--- src/rtl/multicycle_pkg.sv ---
// Shared state, opcode, funct and ALU encodings for the multicycle controller.
// Optional macro MULTICYCLE_BNE_EN adds the BNE state and the BranchNe control.
package multicycle_pkg;

    typedef enum logic [3:0] {
        S_FETCH    = 4'd0,
        S_DECODE   = 4'd1,
        S_MEMADR   = 4'd2,
        S_MEMREAD  = 4'd3,
        S_MEMWB    = 4'd4,
        S_MEMWRITE = 4'd5,
        S_EXECUTE  = 4'd6,
        S_ALUWB    = 4'd7,
        S_BRANCH   = 4'd8,
        S_ADDIEX   = 4'd9,
        S_ADDIWB   = 4'd10,
        S_JUMP     = 4'd11
`ifdef MULTICYCLE_BNE_EN
        , S_BNE    = 4'd12
`endif
    } state_t;

    localparam logic [5:0] OP_RTYPE = 6'b000000;
    localparam logic [5:0] OP_LW    = 6'b100011;
    localparam logic [5:0] OP_SW    = 6'b101011;
    localparam logic [5:0] OP_BEQ   = 6'b000100;
    localparam logic [5:0] OP_ADDI  = 6'b001000;
    localparam logic [5:0] OP_J     = 6'b000010;
    localparam logic [5:0] OP_BNE   = 6'b000101;

    localparam logic [5:0] FN_ADD = 6'b100000;
    localparam logic [5:0] FN_SUB = 6'b100010;
    localparam logic [5:0] FN_AND = 6'b100100;
    localparam logic [5:0] FN_OR  = 6'b100101;
    localparam logic [5:0] FN_SLT = 6'b101010;

    localparam logic [2:0] ALU_ADD = 3'b010;
    localparam logic [2:0] ALU_SUB = 3'b110;
    localparam logic [2:0] ALU_AND = 3'b000;
    localparam logic [2:0] ALU_OR  = 3'b001;
    localparam logic [2:0] ALU_SLT = 3'b111;

    localparam logic [1:0] ALUOP_ADD   = 2'b00;
    localparam logic [1:0] ALUOP_SUB   = 2'b01;
    localparam logic [1:0] ALUOP_FUNCT = 2'b10;

    localparam logic [1:0] SRCB_REG   = 2'b00;
    localparam logic [1:0] SRCB_FOUR  = 2'b01;
    localparam logic [1:0] SRCB_IMM   = 2'b10;
    localparam logic [1:0] SRCB_BRIMM = 2'b11;

    localparam logic [1:0] PCSRC_ALU  = 2'b00;
    localparam logic [1:0] PCSRC_OUT  = 2'b01;
    localparam logic [1:0] PCSRC_JUMP = 2'b10;

    typedef struct packed {
        logic       pcWrite;
        logic       branch;
`ifdef MULTICYCLE_BNE_EN
        logic       branchNe;
`endif
        logic       irWrite;
        logic       regWrite;
        logic       memWrite;
        logic       iorD;
        logic       regDst;
        logic       memtoReg;
        logic       aluSrcA;
        logic [1:0] aluSrcB;
        logic [1:0] pcSrc;
        logic [1:0] aluOp;
    } ctrl_t;

    // Moore output table: everything the datapath sees is a function of the state alone.
    function automatic ctrl_t ctrlFor(input state_t s);
        ctrl_t c;
        c = '0;
        case (s)
            S_FETCH: begin
                c.irWrite = 1'b1;
                c.pcWrite = 1'b1;
                c.aluSrcB = SRCB_FOUR;
                c.aluOp   = ALUOP_ADD;
            end
            S_DECODE: begin
                c.aluSrcB = SRCB_BRIMM;
                c.aluOp   = ALUOP_ADD;
            end
            S_MEMADR: begin
                c.aluSrcA = 1'b1;
                c.aluSrcB = SRCB_IMM;
            end
            S_MEMREAD: c.iorD = 1'b1;
            S_MEMWB: begin
                c.memtoReg = 1'b1;
                c.regWrite = 1'b1;
            end
            S_MEMWRITE: begin
                c.iorD     = 1'b1;
                c.memWrite = 1'b1;
            end
            S_EXECUTE: begin
                c.aluSrcA = 1'b1;
                c.aluOp   = ALUOP_FUNCT;
            end
            S_ALUWB: begin
                c.regDst   = 1'b1;
                c.regWrite = 1'b1;
            end
            S_BRANCH: begin
                c.aluSrcA = 1'b1;
                c.aluOp   = ALUOP_SUB;
                c.pcSrc   = PCSRC_OUT;
                c.branch  = 1'b1;
            end
            S_ADDIEX: begin
                c.aluSrcA = 1'b1;
                c.aluSrcB = SRCB_IMM;
            end
            S_ADDIWB: c.regWrite = 1'b1;
            S_JUMP: begin
                c.pcSrc   = PCSRC_JUMP;
                c.pcWrite = 1'b1;
            end
`ifdef MULTICYCLE_BNE_EN
            S_BNE: begin
                c.aluSrcA  = 1'b1;
                c.aluOp    = ALUOP_SUB;
                c.pcSrc    = PCSRC_OUT;
                c.branchNe = 1'b1;
            end
`endif
            default: c = '0;
        endcase
        return c;
    endfunction

endpackage

--- src/rtl/alu_decoder.sv ---
// Maps the controller's ALUOp and the R-type funct field to the 3-bit ALU control.
module alu_decoder
    import multicycle_pkg::*;
#(
    parameter int OPW = 6
)
(
    input  logic [1:0]     ALUOp,
    input  logic [OPW-1:0] Funct,
    output logic [2:0]     ALUControl
);

    // Unknown funct codes fall back to add so a bad R-type cannot produce an undefined ALU op.
    always_comb begin
        ALUControl = ALU_ADD;
        case (ALUOp)
            ALUOP_ADD: ALUControl = ALU_ADD;
            ALUOP_SUB: ALUControl = ALU_SUB;
            ALUOP_FUNCT: begin
                if (Funct == OPW'(FN_ADD))      ALUControl = ALU_ADD;
                else if (Funct == OPW'(FN_SUB)) ALUControl = ALU_SUB;
                else if (Funct == OPW'(FN_AND)) ALUControl = ALU_AND;
                else if (Funct == OPW'(FN_OR))  ALUControl = ALU_OR;
                else if (Funct == OPW'(FN_SLT)) ALUControl = ALU_SLT;
                else                            ALUControl = ALU_ADD;
            end
            default: ALUControl = ALU_ADD;
        endcase
    end

endmodule

--- src/rtl/multicycle_controller.sv ---
// Multicycle MIPS control FSM with registered Moore outputs and a combinational PC enable.
// Optional macro MULTICYCLE_BNE_EN adds bne support through the BNE state.
module multicycle_controller
    import multicycle_pkg::*;
#(
    parameter int OPW = 6
)
(
    input  logic           CLK,
    input  logic           RST,
    input  logic [OPW-1:0] Opcode,
    input  logic [OPW-1:0] Funct,
    input  logic           Zero,
    output logic           PCEn,
    output logic           IRWrite,
    output logic           RegWrite,
    output logic           MemWrite,
    output logic           IorD,
    output logic           RegDst,
    output logic           MemtoReg,
    output logic           ALUSrcA,
    output logic [1:0]     ALUSrcB,
    output logic [1:0]     PCSrc,
    output logic [2:0]     ALUControl,
    output logic [3:0]     State,
    output logic           IllegalOp
);

    state_t r_state;
    ctrl_t  r_ctrl;
    state_t w_nextState;
    logic   w_illegal;
    logic   w_branchTaken;

    always_comb begin
        w_nextState = S_FETCH;
        w_illegal   = 1'b0;
        case (r_state)
            S_FETCH: w_nextState = S_DECODE;
            S_DECODE: begin
                if (Opcode == OPW'(OP_RTYPE))                             w_nextState = S_EXECUTE;
                else if (Opcode == OPW'(OP_LW) || Opcode == OPW'(OP_SW)) w_nextState = S_MEMADR;
                else if (Opcode == OPW'(OP_BEQ))                          w_nextState = S_BRANCH;
                else if (Opcode == OPW'(OP_ADDI))                         w_nextState = S_ADDIEX;
                else if (Opcode == OPW'(OP_J))                            w_nextState = S_JUMP;
`ifdef MULTICYCLE_BNE_EN
                else if (Opcode == OPW'(OP_BNE))                          w_nextState = S_BNE;
`endif
                else                                                      w_illegal   = 1'b1;
            end
            S_MEMADR:  w_nextState = (Opcode == OPW'(OP_LW)) ? S_MEMREAD : S_MEMWRITE;
            S_MEMREAD: w_nextState = S_MEMWB;
            S_EXECUTE: w_nextState = S_ALUWB;
            S_ADDIEX:  w_nextState = S_ADDIWB;
            default:   w_nextState = S_FETCH;
        endcase
    end

    // Outputs are loaded alongside the state so they come straight from flops.
    always_ff @(posedge CLK) begin
        if (RST) begin
            r_state <= S_FETCH;
            r_ctrl  <= ctrlFor(S_FETCH);
        end else begin
            r_state <= w_nextState;
            r_ctrl  <= ctrlFor(w_nextState);
        end
    end

`ifdef MULTICYCLE_BNE_EN
    assign w_branchTaken = (r_ctrl.branch & Zero) | (r_ctrl.branchNe & ~Zero);
`else
    assign w_branchTaken = r_ctrl.branch & Zero;
`endif

    // Write enables are masked during reset so nothing is committed before the first FETCH.
    assign PCEn      = ~RST & (r_ctrl.pcWrite | w_branchTaken);
    assign IRWrite   = ~RST & r_ctrl.irWrite;
    assign RegWrite  = ~RST & r_ctrl.regWrite;
    assign MemWrite  = ~RST & r_ctrl.memWrite;
    assign IllegalOp = ~RST & w_illegal;

    assign IorD     = r_ctrl.iorD;
    assign RegDst   = r_ctrl.regDst;
    assign MemtoReg = r_ctrl.memtoReg;
    assign ALUSrcA  = r_ctrl.aluSrcA;
    assign ALUSrcB  = r_ctrl.aluSrcB;
    assign PCSrc    = r_ctrl.pcSrc;
    assign State    = r_state;

    alu_decoder #(
        .OPW(OPW)
    ) u_aluDecoder (
        .ALUOp      (r_ctrl.aluOp),
        .Funct      (Funct),
        .ALUControl (ALUControl)
    );

endmodule

--- config.mk ---
export PLATFORM = sky130hd
export DESIGN_NAME = multicycle_controller
export DESIGN_NICKNAME = d
export VERILOG_FILES = /design/src/rtl/multicycle_pkg.sv /design/src/rtl/alu_decoder.sv /design/src/rtl/multicycle_controller.sv
export SDC_FILE = /design/constraint.sdc
export NUM_CORES = 1
export LEC_CHECK = 0
export ABC_CLOCK_PERIOD_IN_PS = 4470
export BUFFER_PORTS_ARGS = -buffer_cell sky130_fd_sc_hd__buf_2
export CAP_MARGIN = 15
export CORE_UTILIZATION = 50
export CTS_BUF_LIST = sky130_fd_sc_hd__clkbuf_4
export CTS_CLUSTER_SIZE = 20
export DETAILED_ROUTE_END_ITERATION = 16
export PLACE_DENSITY = 0.8
export SYNTH_ARGS = -nofsm -noshare
export SYNTH_HDL_FRONTEND = slang
export SYNTH_HIERARCHICAL = 1
export SYNTH_SLANG_ARGS = --single-unit
--- constraint.sdc ---
create_clock -name CLK -period 4.47 [get_ports CLK]
set_clock_uncertainty 0.2 [all_clocks]
set_input_delay 0.894 -clock CLK [delete_from_list [all_inputs] [get_ports CLK]]
set_output_delay 0.894 -clock CLK [all_outputs]
set_load 0.03 [all_outputs]
==> results.md, run 1 <==
- Layout Nets: 157
- Sequential power share: 0.550
- Final Util: 0.6519
- Clk Latency, worst-skew pair: 0.29 ns
- DR WL/cell: between 10 and 15 um
- Synthesis-to-finish area growth: 18.49%
- CP max stage delay: 0.48 ns
- Clock power share: 0.274
- Initial core utilization: 0.5502
- PortBufs: 34
- Routed vias/inst: 5.524
- Crit path launch type: primary input
- Largest net degree at the start of global routing: 18
- Share of layout cells above drive strength 1: 0.3453
- Final WL: 2111 um
- Status: finished, final reports clean
- Gr ovfl total: 0
- Seq cells post-synth: 18
- CP Buf/Inv Count: 2
- Max-slew violations: 0
- Seq/Total Area, Yosys: 0.3673
- Number of detailed-route iterations in the first pass: 4
- Endpoints failing hold: 0
- Root Buffer: clkbuf_4
- Critical R2R Launch: State[0]
- Worst relative slew slack: 0.6874
- Hold path startpoint: State[3]
- R2r setup slk: about 2.2 ns
- Crit Path Category: in2out
- Worst EP required: 3.38 ns
- Hold EP: r_ctrl[11]
- CP max stage cell: or3b_2
- PostCTS Resize Cnt: 0
- Max Clock Freq: 316.7 MHz
- Synth unique cells: 45
- Mapped Area: roughly 980 um^2
- Hold Path Depth: 2
- Core box area: 0.001783 mm^2
- Synth Flop Type: dfxtp_1
- Pint: 0.0002177 W
- Switching share of power: 0.2802
- Hold WS: 0.5095 ns
- Worst endpoint data arrival time: 2.06 ns
- Peak VDD IR: 0.0001899 V
- P_sw: ~0.000085 W
- H-tree depth: 1
- R2R depth: 6
- First-pass GRT wire length: 3249 um
- Detailed Place HPWL: 1636 um
- Total CTS buffers: 3
- Row cnt: 15
- Via count: 906
- Reg2reg end: r_ctrl[14]
- Max clock buf depth: 2
- Postcts setup bufs: 0
- Setup violators final: 0
- Residual DRC: 0
- Crit share post-route: 0.7064
- Hold Crit Class: reg2reg
- Clock sinks: 18
- Syn Inst Count: 108
- ANT cells: 0
- Most common cell after layout, fill and taps aside: buf_2
- Number of flops mapped to enable cells by yosys: 0
- Crit-path cells: buf_2 > or3b_2 > o21ai_0 > a21oi_1 > nor4b_1 > buf_2
- Final Critical Period: 3.158 ns
- CP max FO: 7
- Vias in the first global route: 827
- FF/Latch Area: roughly 360 um^2
- Die Ht: 46.30 um
- Area occupied by multi-input gates: between 500 and 600 um^2
- Clk pin slew, worst setup/hold paths: 0.11 ns
- Initial antenna violation count: 0
- Logic pwr share: 0.176
- Most frequent cells in the layout: buf_2 (34), dfxtp_1 (18), nor3_1 (10), nor2_1 (7), inv_1 (6)
- Die area: 0.002143 mm^2
- Max cap viols: 0
- Initial DRC count: 11
- Mean post-synth cell area: 9.083 um^2
- IO Pins: 35
- Async SR Flop Fraction: 0
- RSZ-0062 raised after global routing: false
- RePlAce Congestion: 0.8614
- Power per cell area: ~260 mW/mm^2
- Post-DRT Antenna Nets: 0
- Tightest Pin Transition: between 0.4 and 0.5 ns
- Chip Width: ~46 um
- Ys Warns: 6
- Setup TNS: 0 ns
- Gr usage total: 0.2097
- Mapped Nets: 125
- CP endpoint kind: output port
- CTS Hold Bufs: 0
- Lkg Pwr: about 0.52 nW
- Crit path max-delay family: simple AND/OR/NAND/NOR gates
- Crit-path most repeated cell: buf_2
- # fillers: 160
- CTS tree: built
-- flip-flops by register name, indices dropped and copies added, names as in the netlist --
register  flops
ALUSrcB       2
MemtoReg      1
r_ctrl        6
ALUSrcA       1
RegDst        1
PCSrc         2
IorD          1
State         4
-- cell families (layout without fill, tap and decap cells) --
family | count (synthesis) | in the layout | synth area share
simple gates | 49 | 49 | 0.3189
compound gates | 22 | 22 | 0.1811
flops | 18 | 18 | 0.3674
buf+inv | 14 | 45 | 0.07780
fa+ha+maj | 2 | 2 | 0.02551
xor+xnor | 2 | 2 | 0.01786
mux | 1 | 1 | 0.01148
-- worst min-delay path: stages (launching register included) --
cell and delay (ns):
dfxtp_1 0.42, nand2_1 0.15, a311oi_2 0.10
-- stage by stage --
step / worst slack, ns / instance area (um^2) / instances / total power, W
after CTS: 1.317 / 1162 / 164 / 0.0003014
after floorplan: 1.010 / 980.9 / 108 / 0.0002052
after global routing: 1.225 / 1162 / 164 / 0.0003106
after global placement: 1.337 / 1136 / 160 / 0.0002210
final: 1.312 / 1162 / 164 / 0.0003025
after detailed placement: 1.318 / 1136 / 160 / 0.0002228
-- worst max-delay path by stage --
stage                     startpoint         to  slack (ns)  cells past startpoint
after global routing       Opcode[2]  IllegalOp        1.22                      6
after global placement     Opcode[2]  IllegalOp        1.34                      6
after CTS                  Opcode[2]  IllegalOp        1.32                      6
after floorplan            Opcode[2]  IllegalOp        1.01                      4
after detailed placement   Opcode[2]  IllegalOp        1.32                      6
final                      Opcode[2]  IllegalOp        1.31                      6
-- cell usage after synthesis (all sizes together) (2+ instances only) --
master / number / area [um^2]
a21o: 3 / 22.52
a21oi: 4 / 20.02
a31oi: 2 / 12.51
and2: 5 / 35.04
buf: 6 / 46.29
clkbuf: 2 / 7.510
dfxtp: 18 / 360.4
ha: 2 / 25.02
inv: 6 / 22.52
nand2: 5 / 18.77
nor2: 7 / 26.28
nor2b: 4 / 25.02
nor3: 10 / 50.05
nor3b: 2 / 15.01
nor4b: 2 / 17.52
nor4bb: 4 / 46.30
o21ai: 2 / 10.00
or3b: 3 / 26.28
or4: 2 / 18.77
xnor2: 2 / 17.52
-- area by class of cell --
type	count	area share
Multi-Input combinational cell	76	0.4682
Sequential cell	18	0.3100
Timing Repair Buffer	35	0.1529
Tap cell	25	0.02691
Clock buffer	3	0.01938
Inverter	6	0.01938
Clock inverter	1	0.003229
-- layer usage --
| metal | track usage | part of all wire |
|---|---|---|
| met3 | 0.02745 | 0.046 |
| met2 | 0.4169 | 0.52 |
| met1 | 0.2190 | 0.43 |
| met5 | 0 | 0 |
| met4 | 0.07059 | 0.0057 |
-- power by group through the flow --
stage,logic (W),clock network [W],registers [W]
after floorplan,0.0000334,0,0.000172
after global placement,0.0000511,0,0.000170
after detailed placement,0.0000527,0,0.000170
after CTS,0.0000529,0.0000821,0.000166
after global routing,0.0000575,0.0000861,0.000167
final,0.0000532,0.0000829,0.000166
No activity file was read; power rests on OpenSTA's default activity.
==> run 2, diff against run 1 <==
- ABC_CLOCK_PERIOD_IN_PS: 4470 -> 2880
- CORE_UTILIZATION: 50 -> 46
- PLACE_DENSITY: 0.8 -> 0.78
- clock period: 4.47 -> 2.88 ns (I/O delays scaled with it)
==> run 2 against run 1 <==
Setup slack worse by 1.0 ns. Combinational power is 54% higher. Sequential power is 55% higher. Critical path depth is 1 lower. Count of clock-buffer cells in the layout unchanged. Total power is 53% higher. Global-route usage shrank 3.0 points. Critical endpoint is now ALUControl[2].
==> results.md, run 2 (same netlist as run 1, synthesis figures left out) <==
- Gr usage total: 0.1799 (-0.02978)
- PnR Total Power: 0.0004616 W (+53%)
- ANT cells: 0 (unchanged)
- Worst relative slew slack: 0.6238 (-0.06357)
- Initial core utilization: 0.4949 (-0.05523)
- PortBufs: 34 (unchanged)
- Lkg Pwr: 0.5229 nW (unchanged)
- Critical R2R Launch: State[3]
- Setup ws final: 0.2891 ns (-1.023 ns)
- Number of detailed-route iterations in the first pass: 4 (unchanged)
- RePlAce Congestion: 0.8221 (-4.6%)
- Tightest Pin Transition: 0.5643 ns (+0.09636 ns)
- DR WL/cell: 12.13 um (-5.8%)
- Crit path launch type: flip-flop
- Via count: 904 (-0.22%)
- Most frequent cells in the layout: buf_2 (34), dfxtp_1 (18), nor3_1 (10), nor2_1 (7), inv_1 (6)
- Postcts setup bufs: 0 (unchanged)
- CTS tree: built
- Hold WS: 0.4635 ns (-0.04599 ns)
- Setup violators final: 0 (unchanged)
- Most common cell after layout, fill and taps aside: buf_2
- Worst Setup EP: ALUControl[2]
- Vias in the first global route: 750 (-9.3%)
- Layout Nets: 157 (unchanged)
- Core box area: 0.001982 mm^2 (+11%)
- Worst EP required: 2.10 ns (-1.28 ns)
- Clk pin slew, worst setup/hold paths: 0.10 ns (about the same)
- Residual DRC: 0 (unchanged)
- Max cap viols: 0 (unchanged)
- Die Ht: 48.18 um (+4.1%)
- Max-slew violations: 0 (unchanged)
- Final Critical Period: between 2 and 3 ns
- Setup TNS: 0 ns (unchanged)
- Top register by number of flip-flops: r_ctrl
- Max reg flops: 6 (unchanged)
- CTS Hold Bufs: 0 (unchanged)
- IO Pins: 35 (unchanged)
- Worst slack, placed: 0.3123 ns (-1.005 ns)
- Total CTS buffers: 3 (unchanged)
- Initial DRC count: 20 (+9)
- R2R depth: 5 (-1)
- Hold Crit Class: in2reg
- Die area: 0.002321 mm^2 (+8.3%)
- First-pass GRT wire length: 2960 um (-8.9%)
- Routed vias/inst: 5.446 (-1.4%)
- Chip Width: 48.18 um (+4.1%)
- CP endpoint kind: output port
- H-tree depth: 1 (unchanged)
- Synthesis-to-finish area growth: 18.75%
- Gr ovfl total: 0 (unchanged)
- Final WL: 2013 um (-4.6%)
- Detailed Place HPWL: 1577 um (-3.6%)
- Peak VDD IR: 0.0002668 V (+40%)
- Status: finished, final reports clean
- Clk Latency, worst-skew pair: 0.28 ns (about the same)
- Root Buffer: clkbuf_4
- Max Clock Freq: 386.0 MHz
- Worst endpoint data arrival time: 1.81 ns (-0.25 ns)
- Crit path from: r_ctrl[0]
- CP max FO: 4 (-3)
- # fillers: 189 (+18%)
- Endpoints failing hold: 0 (unchanged)
- Power per cell area: 396.3 mW/mm^2 (+52%)
- Initial antenna violation count: 0 (unchanged)
- Reg2reg end: r_ctrl[11]
- Crit Path Category: reg2out
- RSZ-0062 raised after global routing: false
- Row cnt: 16 (+1)
- PostCTS Resize Cnt: 0 (unchanged)
- Share of layout cells above drive strength 1: 0.3453 (unchanged)
- Post-DRT Antenna Nets: 0 (unchanged)
- Max clock buf depth: 2 (unchanged)
- Clock sinks: 18 (unchanged)
- Crit share post-route: 0.8996
- Largest net degree at the start of global routing: 18 (unchanged)
- R2r setup slk: 0.62 ns (-1.58 ns)
==> run 2: metal layers <==
layer  vias to the layer above  routed length, um  GRT usage
met5                         -                  0          0
met4                         0                  9    0.05000
met3                         2                127    0.03704
met2                        32                970     0.3307
met1                       419                906     0.2086
li1                        451                  -          -
==> run 2: critical path, cell delays in order, from the launching register on <==
cell,delay (ns)
dfxtp_1,0.35
inv_1,0.04
ha_1,0.34
nor4bb_2,0.39
a32o_1,0.22
buf_2,0.19
==> run 2: worst min-delay path by stage <==
stage	to	start	slack, ns	cells past startpoint
3_5_place_dp	r_ctrl[11]	State[3]	0.47	2
5_1_grt	ALUSrcA	RST	0.47	2
4_1_cts	r_ctrl[11]	RST	0.46	2
6_report	r_ctrl[11]	RST	0.46	2
2_1_floorplan	r_ctrl[11]	State[3]	0.60	3
3_3_place_gp	r_ctrl[11]	State[3]	0.46	2
==> run 2: report_power, final <==
part           leakage, nW  internal [W]  total (W)  switching, W
Sequential           0.146      0.000255   0.000258    0.00000332
Combinational        0.361     0.0000328  0.0000821     0.0000493
Clock               0.0154     0.0000502   0.000121     0.0000712
Total                0.523      0.000338   0.000462      0.000124
==> run 2: final cells by class <==
type | instances | area [um^2] | area share
clock inverter | 1 | 3.754 | 0.003222
timing repair buffer | 35 | 177.7 | 0.1525
clock buffer | 3 | 22.52 | 0.01933
sequential | 18 | 360.3 | 0.3093
multi-input combinational | 76 | 544.3 | 0.4672
tap | 27 | 33.78 | 0.02900
inverter | 6 | 22.52 | 0.01933
==> run 2: stage by stage <==
| step | cells | area [um^2] | utilization |
|---|---|---|---|
| final | 166 | 1165 | 0.5878 |
| after global routing | 166 | 1165 | 0.5878 |
| after CTS | 166 | 1165 | 0.5878 |
| after detailed placement | 162 | 1139 | 0.5745 |
| after global placement | 162 | 1139 | 0.5745 |
| after floorplan | 108 | 980.9 | - |
==> run 3, diff against run 2 <==
- GPL_ROUTABILITY_DRIVEN: not set -> 0
- RECOVER_POWER: not set -> 100
==> run 3 against run 2 <==
Clock power about the same. Non-clock buffer count unchanged. Routed wire length decreased by 0.75%. Die area unchanged. Sequential share of layout area increased by 1.5 points. Setup slack got worse by 0.078 ns. Register-to-register slack got worse by 0.09 ns. Via count decreased by 1.1%. Critical path depth unchanged. Critical endpoint unchanged. Largest cell class unchanged. Highest routed layer unchanged.
==> results.md, run 3 (same netlist as run 1, synthesis figures left out) <==
- Chip Width: 48.18 um (unchanged)
- Worst relative slew slack: 0.5418 (-0.08198)
- Hold Crit Class: reg2reg
- R2r setup slk: 0.53 ns (-0.09 ns)
- Top register by number of flip-flops: r_ctrl
- Final WL: 1998 um (-0.75%)
- IO Pins: 35 (unchanged)
- Die Ht: 48.18 um (unchanged)
- First-pass GRT wire length: 2960 um (unchanged)
- Reg2reg end: r_ctrl[14]
- Initial antenna violation count: 0 (unchanged)
- Sequential power share: 0.568 (+0.009)
- RSZ-0062 raised after global routing: false
- Residual DRC: 0 (unchanged)
- Core box area: 0.001982 mm^2 (unchanged)
- Hold path startpoint: State[3]
- Number of detailed-route iterations in the first pass: 4 (unchanged)
- Worst endpoint data arrival time: 1.89 ns (+0.08 ns)
- Share of layout cells above drive strength 1: 0.1511 (-0.1942)
- Hold Path Depth: 2 (unchanged)
- Crit path from: r_ctrl[0]
- Final Critical Period: 2.669 ns (+0.07849 ns)
- Post-DRT Antenna Nets: 0 (unchanged)
- Crit Path Category: reg2out
- Clk pin slew, worst setup/hold paths: 0.09 ns (about the same)
- Vias in the first global route: 750 (unchanged)
- Synthesis-to-finish area growth: 13.27%
- Tightest Pin Transition: 0.6872 ns (+0.1230 ns)
- Clk Latency, worst-skew pair: 0.28 ns (about the same)
- Crit path max-delay family: simple AND/OR/NAND/NOR gates
- CP max stage cell: nor4bb_1
- Root Buffer: clkbuf_4
- Clock power share: 0.265 (+0.002)
- DR WL/cell: 12.04 um (-0.75%)
- Gr usage total: 0.1799 (unchanged)
- Lkg Pwr: 0.4394 nW (-16%)
- Max Clock Freq: 374.6 MHz (-2.9%)
- Status: finished, final reports clean
- Layout Nets: 157 (unchanged)
- PortBufs: 34 (unchanged)
- Initial core utilization: 0.4949 (unchanged)
- Gr ovfl total: 0 (unchanged)
- Crit-path cells: inv_1 > ha_1 > nor4bb_1 > a32o_1 > clkbuf_2
- Max cap viols: 0 (unchanged)
- Detailed Place HPWL: 1577 um (unchanged)
- Critical R2R Launch: State[0]
- Peak VDD IR: 0.0002636 V (-1.2%)
- CP max stage delay: 0.45 ns (+0.06 ns)
- H-tree depth: 1 (unchanged)
- CTS tree: built
- Post-Layout Cell Count: 166 (unchanged)
- CP endpoint kind: output port
- Crit share post-route: 0.9269 (+0.02725)
- P_sw: 0.0001214 W (-2.0%)
- Initial DRC count: 16 (-20%)
- Clock sinks: 18 (unchanged)
- Row cnt: 16 (unchanged)
- Max reg flops: 6 (unchanged)
- Worst slack, placed: 0.3123 ns (unchanged)
- Logic pwr share: 0.167 (-0.011)
- Routed vias/inst: 5.386 (-1.1%)
- Setup violators final: 0 (unchanged)
- R2R depth: 6 (+1)
- Max clock buf depth: 2 (unchanged)
- Power per cell area: 408.6 mW/mm^2 (+3.1%)
- CP Buf/Inv Count: 2 (unchanged)
- Endpoints failing hold: 0 (unchanged)
- Most common cell after layout, fill and taps aside: clkbuf_1
- Setup ws final: 0.2106 ns (-0.07849 ns)
- Via count: 894 (-1.1%)
- Largest net degree at the start of global routing: 18 (unchanged)
- Max-slew violations: 0 (unchanged)
- CP max FO: 4 (unchanged)
- Hold EP: r_ctrl[11]
- Placed cells: 162 (unchanged)
- Most frequent cells in the layout: clkbuf_1 (20), dfxtp_1 (18), buf_2 (13), nor3_1 (10), nor2_1 (7)
- Hold WS: 0.5105 ns (+0.04700 ns)
- Total CTS buffers: 3 (unchanged)
- Postcts setup bufs: 0 (unchanged)
- Switching share of power: 0.2675 (-0.0008897)
- Die area: 0.002321 mm^2 (unchanged)
- Pint: 0.0003326 W (-1.5%)
- ANT cells: 0 (unchanged)
- PostCTS Resize Cnt: 0 (unchanged)
- Worst EP required: 2.10 ns (about the same)
- Setup TNS: 0 ns (unchanged)
- Crit path launch type: flip-flop
- CTS Hold Bufs: 0 (unchanged)
==> run 3: changes by cell type in the layout (fill, tap and decap cells not counted), sizes merged <==
cell    previous run  this run
buf               35        13
clkbuf             3        25
==> run 3: routing by layer <==
layer	global-route usage	routed length, um	up-vias	part of all wire
li1	-	-	453	-
met4	0.05000	9	0	0.0045
met1	0.2086	922	409	0.46
met5	0	0	-	0
met2	0.3307	951	30	0.48
met3	0.03704	113	2	0.057
==> run 3: layout make-up <==
type,count,area (um^2)
flip-flops and latches,18,360.3
well taps,27,33.78
inverters,6,22.52
fillers,200,870.8
multi-input cells,76,518.0
clock inverters,1,3.754
repair buffers,35,150.1
clock buffers,3,22.52
==> run 3: stage by stage <==
step                cell area [um^2]  power (W)  utilization
floorplan                      980.9  0.0003185            -
global placement                1139  0.0003428       0.5745
detailed placement              1139  0.0003453       0.5745
CTS                             1165  0.0004652       0.5878
global route                    1111  0.0004755       0.5606
finish                          1111  0.0004540       0.5606
==> run 3: power groups by stage <==
stage               Sequential [W]  Clock, W  Combinational, W
floorplan                 0.000267         0         0.0000519
global placement          0.000264         0         0.0000792
detailed placement        0.000264         0         0.0000813
CTS                       0.000258  0.000125         0.0000817
global route              0.000259  0.000133         0.0000834
finish                    0.000258  0.000120         0.0000757
==> run 3: tightest hold or removal path, stage by stage, from the launching register on <==
cell,delay [ns]
dfxtp_1,0.42
nand2_1,0.15
a311oi_2,0.10
==> run 3: worst max-delay path by stage <==
stage                               end  slack [ns]  depth (start not counted)
after floorplan               IllegalOp        0.05                          2
after global placement       r_ctrl[14]        0.33                          7
after detailed placement     r_ctrl[14]        0.31                          7
after CTS                 ALUControl[2]        0.29                          5
after global routing      ALUControl[2]        0.11                          5
final                     ALUControl[2]        0.21                          5
